[src/rtl/seq_alu.sv]
// rtl/seq_alu.sv - sequential ALU with single-cycle logic/arith ops and a multi-cycle shift-add multiplier
//
// Ports:
//   clk       rising-edge clock
//   resetn    synchronous active-low reset
//   Start     request pulse; Op/A/B sampled when accepted (ignored while Busy)
//   Op        000 AND, 001 OR, 010 ADD, 011 SUB, 100 SLT, 101 NOR, 110 MUL, 111 reserved
//   A, B      operands
//   Result    registered result of the last completed operation
//   CarryOut  registered carry (ADD/SUB; 1 on SUB means no borrow)
//   Overflow  registered signed overflow (ADD/SUB) or product overflow (MUL)
//   Zero      registered, set when Result is all zeros
//   Busy      high while a MUL is in progress
//   Done      one-cycle pulse after Result/flags update

module seq_alu #(
  parameter int WIDTH = 32
) (
  input  logic             clk,
  input  logic             resetn,
  input  logic             Start,
  input  logic [2:0]       Op,
  input  logic [WIDTH-1:0] A,
  input  logic [WIDTH-1:0] B,
  output logic [WIDTH-1:0] Result,
  output logic             CarryOut,
  output logic             Overflow,
  output logic             Zero,
  output logic             Busy,
  output logic             Done
);

  localparam logic [2:0] OP_AND = 3'b000;
  localparam logic [2:0] OP_OR  = 3'b001;
  localparam logic [2:0] OP_ADD = 3'b010;
  localparam logic [2:0] OP_SUB = 3'b011;
  localparam logic [2:0] OP_SLT = 3'b100;
  localparam logic [2:0] OP_NOR = 3'b101;
  localparam logic [2:0] OP_MUL = 3'b110;

  localparam int CNT_W = $clog2(WIDTH);
  localparam logic [CNT_W-1:0] CNT_LAST = CNT_W'(WIDTH - 1);

  typedef enum logic [1:0] {
    IDLE = 2'd0,
    MUL  = 2'd1,
    DONE = 2'd2
  } state_t;

  state_t state;
  state_t stateNext;

  // Multiplier datapath: multiplicand shifts left, multiplier shifts right,
  // so each step only looks at mplier[0] (LSB-first over the latched B).
  logic [2*WIDTH-1:0] mcand;
  logic [2*WIDTH-1:0] acc;
  logic [2*WIDTH-1:0] accNext;
  logic [WIDTH-1:0]   mplier;
  logic [CNT_W-1:0]   cnt;

  // Single-cycle ALU
  logic             isSub;
  logic [WIDTH-1:0] bOperand;
  logic [WIDTH:0]   sum;
  logic             addOverflow;
  logic [WIDTH-1:0] aluResult;
  logic             aluCarry;
  logic             aluOverflow;

  always_comb begin
    aluResult   = '0;
    aluCarry    = 1'b0;
    aluOverflow = 1'b0;
    // SLT shares the subtractor: A - B = A + ~B + 1
    isSub       = (Op == OP_SUB) || (Op == OP_SLT);
    bOperand    = isSub ? ~B : B;
    sum         = {1'b0, A} + {1'b0, bOperand} + {{WIDTH{1'b0}}, isSub};
    addOverflow = (A[WIDTH-1] == bOperand[WIDTH-1]) && (sum[WIDTH-1] != A[WIDTH-1]);
    case (Op)
      OP_AND: aluResult = A & B;
      OP_OR:  aluResult = A | B;
      OP_NOR: aluResult = ~(A | B);
      OP_ADD, OP_SUB: begin
        aluResult   = sum[WIDTH-1:0];
        aluCarry    = sum[WIDTH];
        aluOverflow = addOverflow;
      end
      // Signed less-than is the true sign of A-B: raw sign corrected by overflow
      OP_SLT: aluResult = {{(WIDTH-1){1'b0}}, sum[WIDTH-1] ^ addOverflow};
      default: aluResult = '0;
    endcase
  end

  always_comb begin
    accNext = acc + (mplier[0] ? mcand : '0);
  end

  // FSM state register
  always_ff @(posedge clk) begin
    if (!resetn) begin
      state <= IDLE;
    end else begin
      state <= stateNext;
    end
  end

  // FSM next-state and status outputs
  always_comb begin
    stateNext = state;
    Busy      = 1'b0;
    Done      = 1'b0;
    case (state)
      IDLE, DONE: begin
        if (Start) begin
          stateNext = (Op == OP_MUL) ? MUL : DONE;
        end else begin
          stateNext = IDLE;
        end
      end
      MUL: begin
        if (cnt == CNT_LAST) begin
          stateNext = DONE;
        end
      end
      default: stateNext = IDLE;
    endcase
    Busy = (state == MUL);
    Done = (state == DONE);
  end

  // Datapath registers: Result/flags only move at completion edges
  always_ff @(posedge clk) begin
    if (!resetn) begin
      Result   <= '0;
      CarryOut <= 1'b0;
      Overflow <= 1'b0;
      Zero     <= 1'b1;
      mcand    <= '0;
      mplier   <= '0;
      acc      <= '0;
      cnt      <= '0;
    end else begin
      case (state)
        IDLE, DONE: begin
          if (Start) begin
            if (Op == OP_MUL) begin
              mcand  <= {{WIDTH{1'b0}}, A};
              mplier <= B;
              acc    <= '0;
              cnt    <= '0;
            end else begin
              Result   <= aluResult;
              CarryOut <= aluCarry;
              Overflow <= aluOverflow;
              Zero     <= ~|aluResult;
            end
          end
        end
        MUL: begin
          acc    <= accNext;
          mcand  <= mcand << 1;
          mplier <= mplier >> 1;
          cnt    <= cnt + CNT_W'(1);
          if (cnt == CNT_LAST) begin
            Result   <= accNext[WIDTH-1:0];
            CarryOut <= 1'b0;
            Overflow <= |accNext[2*WIDTH-1:WIDTH];
            Zero     <= ~|accNext[WIDTH-1:0];
          end
        end
        default: begin
        end
      endcase
    end
  end

endmodule

[config.mk]
export PLATFORM = sky130hd
export DESIGN_NAME = seq_alu
export DESIGN_NICKNAME = d
export VERILOG_FILES = /design/src/rtl/seq_alu.sv
export SDC_FILE = /design/constraint.sdc
export NUM_CORES = 1
export LEC_CHECK = 0
export CAP_MARGIN = 40
export CORE_MARGIN = 10
export CORE_UTILIZATION = 58
export CTS_BUF_LIST = sky130_fd_sc_hd__clkbuf_8
export DETAILED_ROUTE_END_ITERATION = 8
export PLACE_DENSITY = 0.85
export REMOVE_ABC_BUFFERS = 1
export SYNTH_ARGS = -nofsm -noshare
export SYNTH_HDL_FRONTEND = slang
export SYNTH_SLANG_ARGS = --single-unit
export TNS_END_PERCENT = 1
[constraint.sdc]
create_clock -name clk -period 12.05 [get_ports clk]
set_input_delay 1.205 -clock clk [delete_from_list [all_inputs] [get_ports clk]]
set_output_delay 1.205 -clock clk [all_outputs]
set_load 0.01 [all_outputs]
**Yosys cells after proc, flatten, opt, wreduce, memory -nomap -nowiden**

Cells that the tools add are included.

- Bits in registers: 202
- Output and inout port bits: 37
- Word-level logic and storage cells: 84
- Input bits: 70

- Bitwise logic cells: 5
- Multiplexer cells: 37
- Equal/unequal tests: 15
- Reduce and logical (&&, ||, !) cells: 14
- Add/sub/neg operators: 4

Operators with widths:

| kind | count |
|---|---|
| $mux W64 | 5 |
| $pmux W64 S2 | 2 |
| $mux W32 | 6 |
| $pmux W32 S5 | 1 |
| $pmux W32 S2 | 2 |
| $reduce_or A32 Y1 | 3 |
| $add A64 B64 Y64 | 1 |
| $not A32 Y32 | 2 |
| $add A32 B32 Y33 | 1 |
| $add A33 B1 Y33 | 1 |
| $and A32 B32 Y32 | 1 |
| $or A32 B32 Y32 | 1 |
| $mux W1 | 11 |
| $mux W5 | 2 |
| $pmux W5 S2 | 1 |
| $eq A3 B3 Y1 const B | 3 |
| $eq A3 B2 Y1 const B | 2 |
| $mux W2 | 3 |
| $ne A2 B2 Y1 const B | 3 |
| $pmux W1 S2 | 3 |
| $add A5 B1 Y5 const B | 1 |
| $eq A5 B5 Y1 const B | 1 |
| $pmux W2 S2 | 1 |
| $reduce_and A4 Y1 | 1 |
| 15 further kinds | 17 |

**Logic depth before layout (Yosys ltp)**

- Depth after elaboration: 14
- Mapped depth: 20
- Mapped depth without buffers: 16

**Worst setup path after synthesis**

Ideal clock, no wire load.

- Path kind: input to register
- Start point: input Op[1]
- End point: register Zero
- Required time: 11.955 ns
- Path slack: 6.581 ns
- Data arrival time: 5.374 ns
- Cell stages on the path: 20
- Setup time: 0.095 ns
- Buffers on the path: 5
- Path through: clkbuf_1 nor3b_1 or2_2 clkbuf_1 buf_1 xor2_1 ha_1 clkbuf_1 and4_1 and3_1 o21bai_1 or3b_1 clkbuf_1 a221o_1 a21oi_1 xor2_1 o22ai_1 nor3b_1 nand4_1 o311ai_1

- Word-level cells in the longest chain between the ends: 14
- Elaborated cells on any way between the ends: 24
- Classes of those cells: 2 x add/sub; 9 x eq/ne; 5 x mux; 1 x bitwise; 7 x reduce/logical

RTL lines:

| what | RTL line | source |
|---|---|---|
| start: declaration | 22 | `input logic [2:0] Op,` |
| $eq A3 B2 Y1 / $eq A3 B3 Y1 (equally long branches) | 75, 79 |  |
| $logic_or A1 B1 Y1 | 75 | `isSub = (Op == OP_SUB) \|\| (Op == OP_SLT);` |
| $mux W32 | 76 | `bOperand = isSub ? ~B : B;` |
| $add A32 B32 Y33 | 77 | `sum = {1'b0, A} + {1'b0, bOperand} + {{WIDTH{1'b0}}, isSub};` |
| $add A33 B1 Y33 | 77 |  |
| $ne A1 B1 Y1 | 78 | `addOverflow = (A[WIDTH-1] == bOperand[WIDTH-1]) && (sum[WIDTH-1] != A[WIDTH-1]);` |
| $logic_and A1 B1 Y1 | 78 |  |
| $xor A1 B1 Y1 | 89 | `OP_SLT: aluResult = {{(WIDTH-1){1'b0}}, sum[WIDTH-1] ^ addOverflow};` |
| $pmux W32 S5 | 79 | `case (Op)` |
| $reduce_or A32 Y1 | 155 | `Zero <= ~\|aluResult;` |
| $logic_not A1 Y1 | 155 |  |
| $mux W1 | 146 | `if (Op == OP_MUL) begin` |
| $mux W1 | 145 | `if (Start) begin` |
| $pmux W1 S2 | 143 | `case (state)` |
| end signal: assignment | 155 |  |
| end signal: assignment | 168 | `Zero <= ~\|accNext[WIDTH-1:0];` |
| end: declaration | 28 | `output logic Zero,` |

Several ways; a longest one is shown, not always the timed one. The select of a mux whose other input is x is not followed.
A chain may end at the register's enable or synchronous reset.

**Worst setup path in the final report**

- Start point: input Op[2]
- End point: register Zero

Same word-level chain as after synthesis.

==> summary.txt <==
Post_cts resized -> 0
Die width -> 187 um
Post-synth cell types -> 91
Hold path startpoint -> Result[11]
CTS Sinks -> 202
Die ar. -> 34800 um^2
Synthesized area -> 16100 um^2
Later-pin clock latency in the skew report -> 0.55 ns
Largest net degree at the start of global routing -> 123
Seq/Total Area, Yosys -> 0.251
Initial Utilization -> 0.594
Max incr delay on CP -> 0.49 ns
Setup TNS -> 0 ns
Power per standard cell area -> 97.2 nW/um^2
GP Congestion -> 0.976
DRC viols -> 0
Final hold vios -> 0
YS warnings -> 0
Cts bufs inserted -> 37
Number of vias in the routed layout -> 17100
DP HPWL -> 38.4 mm
# port buffers -> 106
Antenna Violating Nets Remaining -> 0
Vias in the first global route -> 15900
Actual slew at the worst max-slew pin -> 0.863 ns
Count of pins over their slew limit -> 0
R2R Setup Slk -> 7.21 ns
P_leak -> 7.05 nW
Post-CTS Hold Fix Bufs -> 0
Worst reg2reg startpoint -> mplier[0]
Synth async-reset ratio -> 0
Final nets -> 2419
Placed cell area -> 17200 um^2
Drt first pass iters -> 6
Top FF cell, synth -> dfxtp_1
Maximum clock rate -> 0.172 GHz
CTS clk-pin slew, worst paths -> 0.06 ns
First-pass GRT wire length -> 83.8 mm
Clk buf depth -> 3
EDFF count, synth -> 0
Crit-path max FO -> 29
Routed WL per cell -> 19.9 um
Setup Viol. Count Final -> 0
Commonest non-fill, non-tap cell in the layout -> nand2_1
Gr usage total -> 0.284
H-tree depth -> 2
Hold slack -> 0.449 ns
CTS Root Cell -> clkbuf_8
Syn avg cell area -> 7.17 um^2
Worst R2R End -> Overflow
Setup CP Type -> in -> reg
Status -> completed
Antenna Diode Count -> 0
Startpoint types -> primary input
Skew final -> 0.0274 ns
Fin util -> 0.661
Most frequent cells in the layout -> nand2_1 (347), a21oi_1 (251), nor2_1 (203)
Postcts setup bufs -> 0
Fin crit period -> 5.80 ns
Sequential cell area -> 4040 um^2
# IOs -> 107
Final WL -> 52.7 mm
Hold Path Stages -> 2
Final period utilization -> 0.481
Max Cap Viol -> 0
Drt via density -> 6.49
Layout cell share with drive strength beyond 1 -> 0.0463
Synth Instances -> 2244
Slowest-stage cell, CP -> or3b_1
Hold/Removal Path Class -> reg -> reg
CP Cell Sequence -> clkdlybuf4s50_1, buf_4, nor3b_1, or2_2, buf_12, xor2_1, ha_1, and4_1, and3_1, o21bai_1, or3b_1, a221o_1, a21oi_1, xor2_1, o22ai_1, nor3b_1, nand4_1, o311ai_1
CP endpoint kind -> flip-flop
Fillcell total -> 2405
CTS tree -> yes
Area added between synthesis and finish -> 11.4%
Total grt overflow -> 0
R2r worst-path depth -> 14
WP data arrival -> 6.24 ns
RSZ-0062 raised after global routing -> false
Core Area -> 27100 um^2
Site Rows -> 60
Yosys reg bits -> 202
Relative slew slack -> 0.425
Initial antenna violation count -> 1
CP required -> 12.49 ns
Die height -> 187 um
Drt initial violations -> 1854
Max rail drop VDD -> 87.0 uV
Combined area of the multi-input logic cells -> 11300 um^2
Design Area, Final -> 17900 um^2
Hold Path End -> Result[11]
-- critical path: cells and delay by family --
| kind | cells | cell delay, ns |
|---|---|---|
| xor+xnor | 2 | 0.33 |
| compound gates | 5 | 1.10 |
| fa+ha+maj | 1 | 0.33 |
| simple gates | 7 | 2.20 |
| buf+inv | 3 | 1.06 |
-- flip-flops by register name (all words and copies together), names as in the netlist --
register	cells
mplier	32
acc	64
Zero	1
mcand	64
Overflow	1
CarryOut	1
Result	32
state	2
cnt	5
-- cell families after synthesis --
| group | Yosys count | synth area share |
|---|---|---|
| simple gates | 906 | 0.258 |
| compound gates | 693 | 0.284 |
| buf+inv | 203 | 0.0489 |
| flops | 202 | 0.251 |
| fa+ha+maj | 120 | 0.0913 |
| xor+xnor | 109 | 0.0593 |
| mux | 11 | 0.00692 |
-- cell type report --
cell class	count	share of cell area
flip-flops and latches	202	0.226
clock buffers	43	0.0330
inverters	41	0.00894
clock inverters	16	0.00524
multi-input cells	1839	0.630
repair buffers	127	0.0709
well taps	372	0.0260
-- worst max path at each step --
stage | startpoint | end | slack (ns) | cells past startpoint
6_report | Op[2] | Zero | 6.25 | 18
5_1_grt | Op[2] | Zero | 5.71 | 18
4_1_cts | Op[2] | Zero | 6.33 | 18
3_5_place_dp | Op[2] | Zero | 5.80 | 18
3_3_place_gp | Op[2] | Zero | 5.55 | 17
2_1_floorplan | state[1] | Result[15] | 2.35 | 6
-- synth_stat cells (31+ instances only) --
cell,n,area (um^2)
a21o_1,48,360
a21oi_1,251,1260
a311oi_1,65,569
and2_1,81,507
clkbuf_1,131,492
dfxtp_1,202,4040
ha_1,99,1240
inv_1,38,143
nand2_1,347,1300
nand3_1,115,576
nand4_1,31,194
nor2_1,204,766
nor3_1,41,205
o21ai_0,98,490
xnor2_1,45,394
xor2_1,64,561
-- power by group --
group / leakage, nW / internal, W / switching [W]
registers: 1.64 / 0.000688 / 0.0000124
logic: 5.02 / 0.000157 / 0.000243
clock network: 0.393 / 0.000342 / 0.000299
total: 7.05 / 0.00119 / 0.000555
-- per-layer routing --
layer	wire, um	up-vias	global-route usage
met3	4260	163	0.0486
met5	0	-	0
met2	24500	802	0.468
li1	-	8141	-
met1	21800	8031	0.356
met4	2170	0	0.122
-- per-stage QoR --
stage | power, W | cells | setup WS [ns]
floorplan | 0.000956 | 2082 | 2.35
global placement | 0.00110 | 2577 | 5.55
detailed placement | 0.00110 | 2581 | 5.80
CTS | 0.00174 | 2640 | 6.33
global route | 0.00181 | 2640 | 5.71
finish | 0.00174 | 2640 | 6.25
Power figures use the tool's default switching activity.
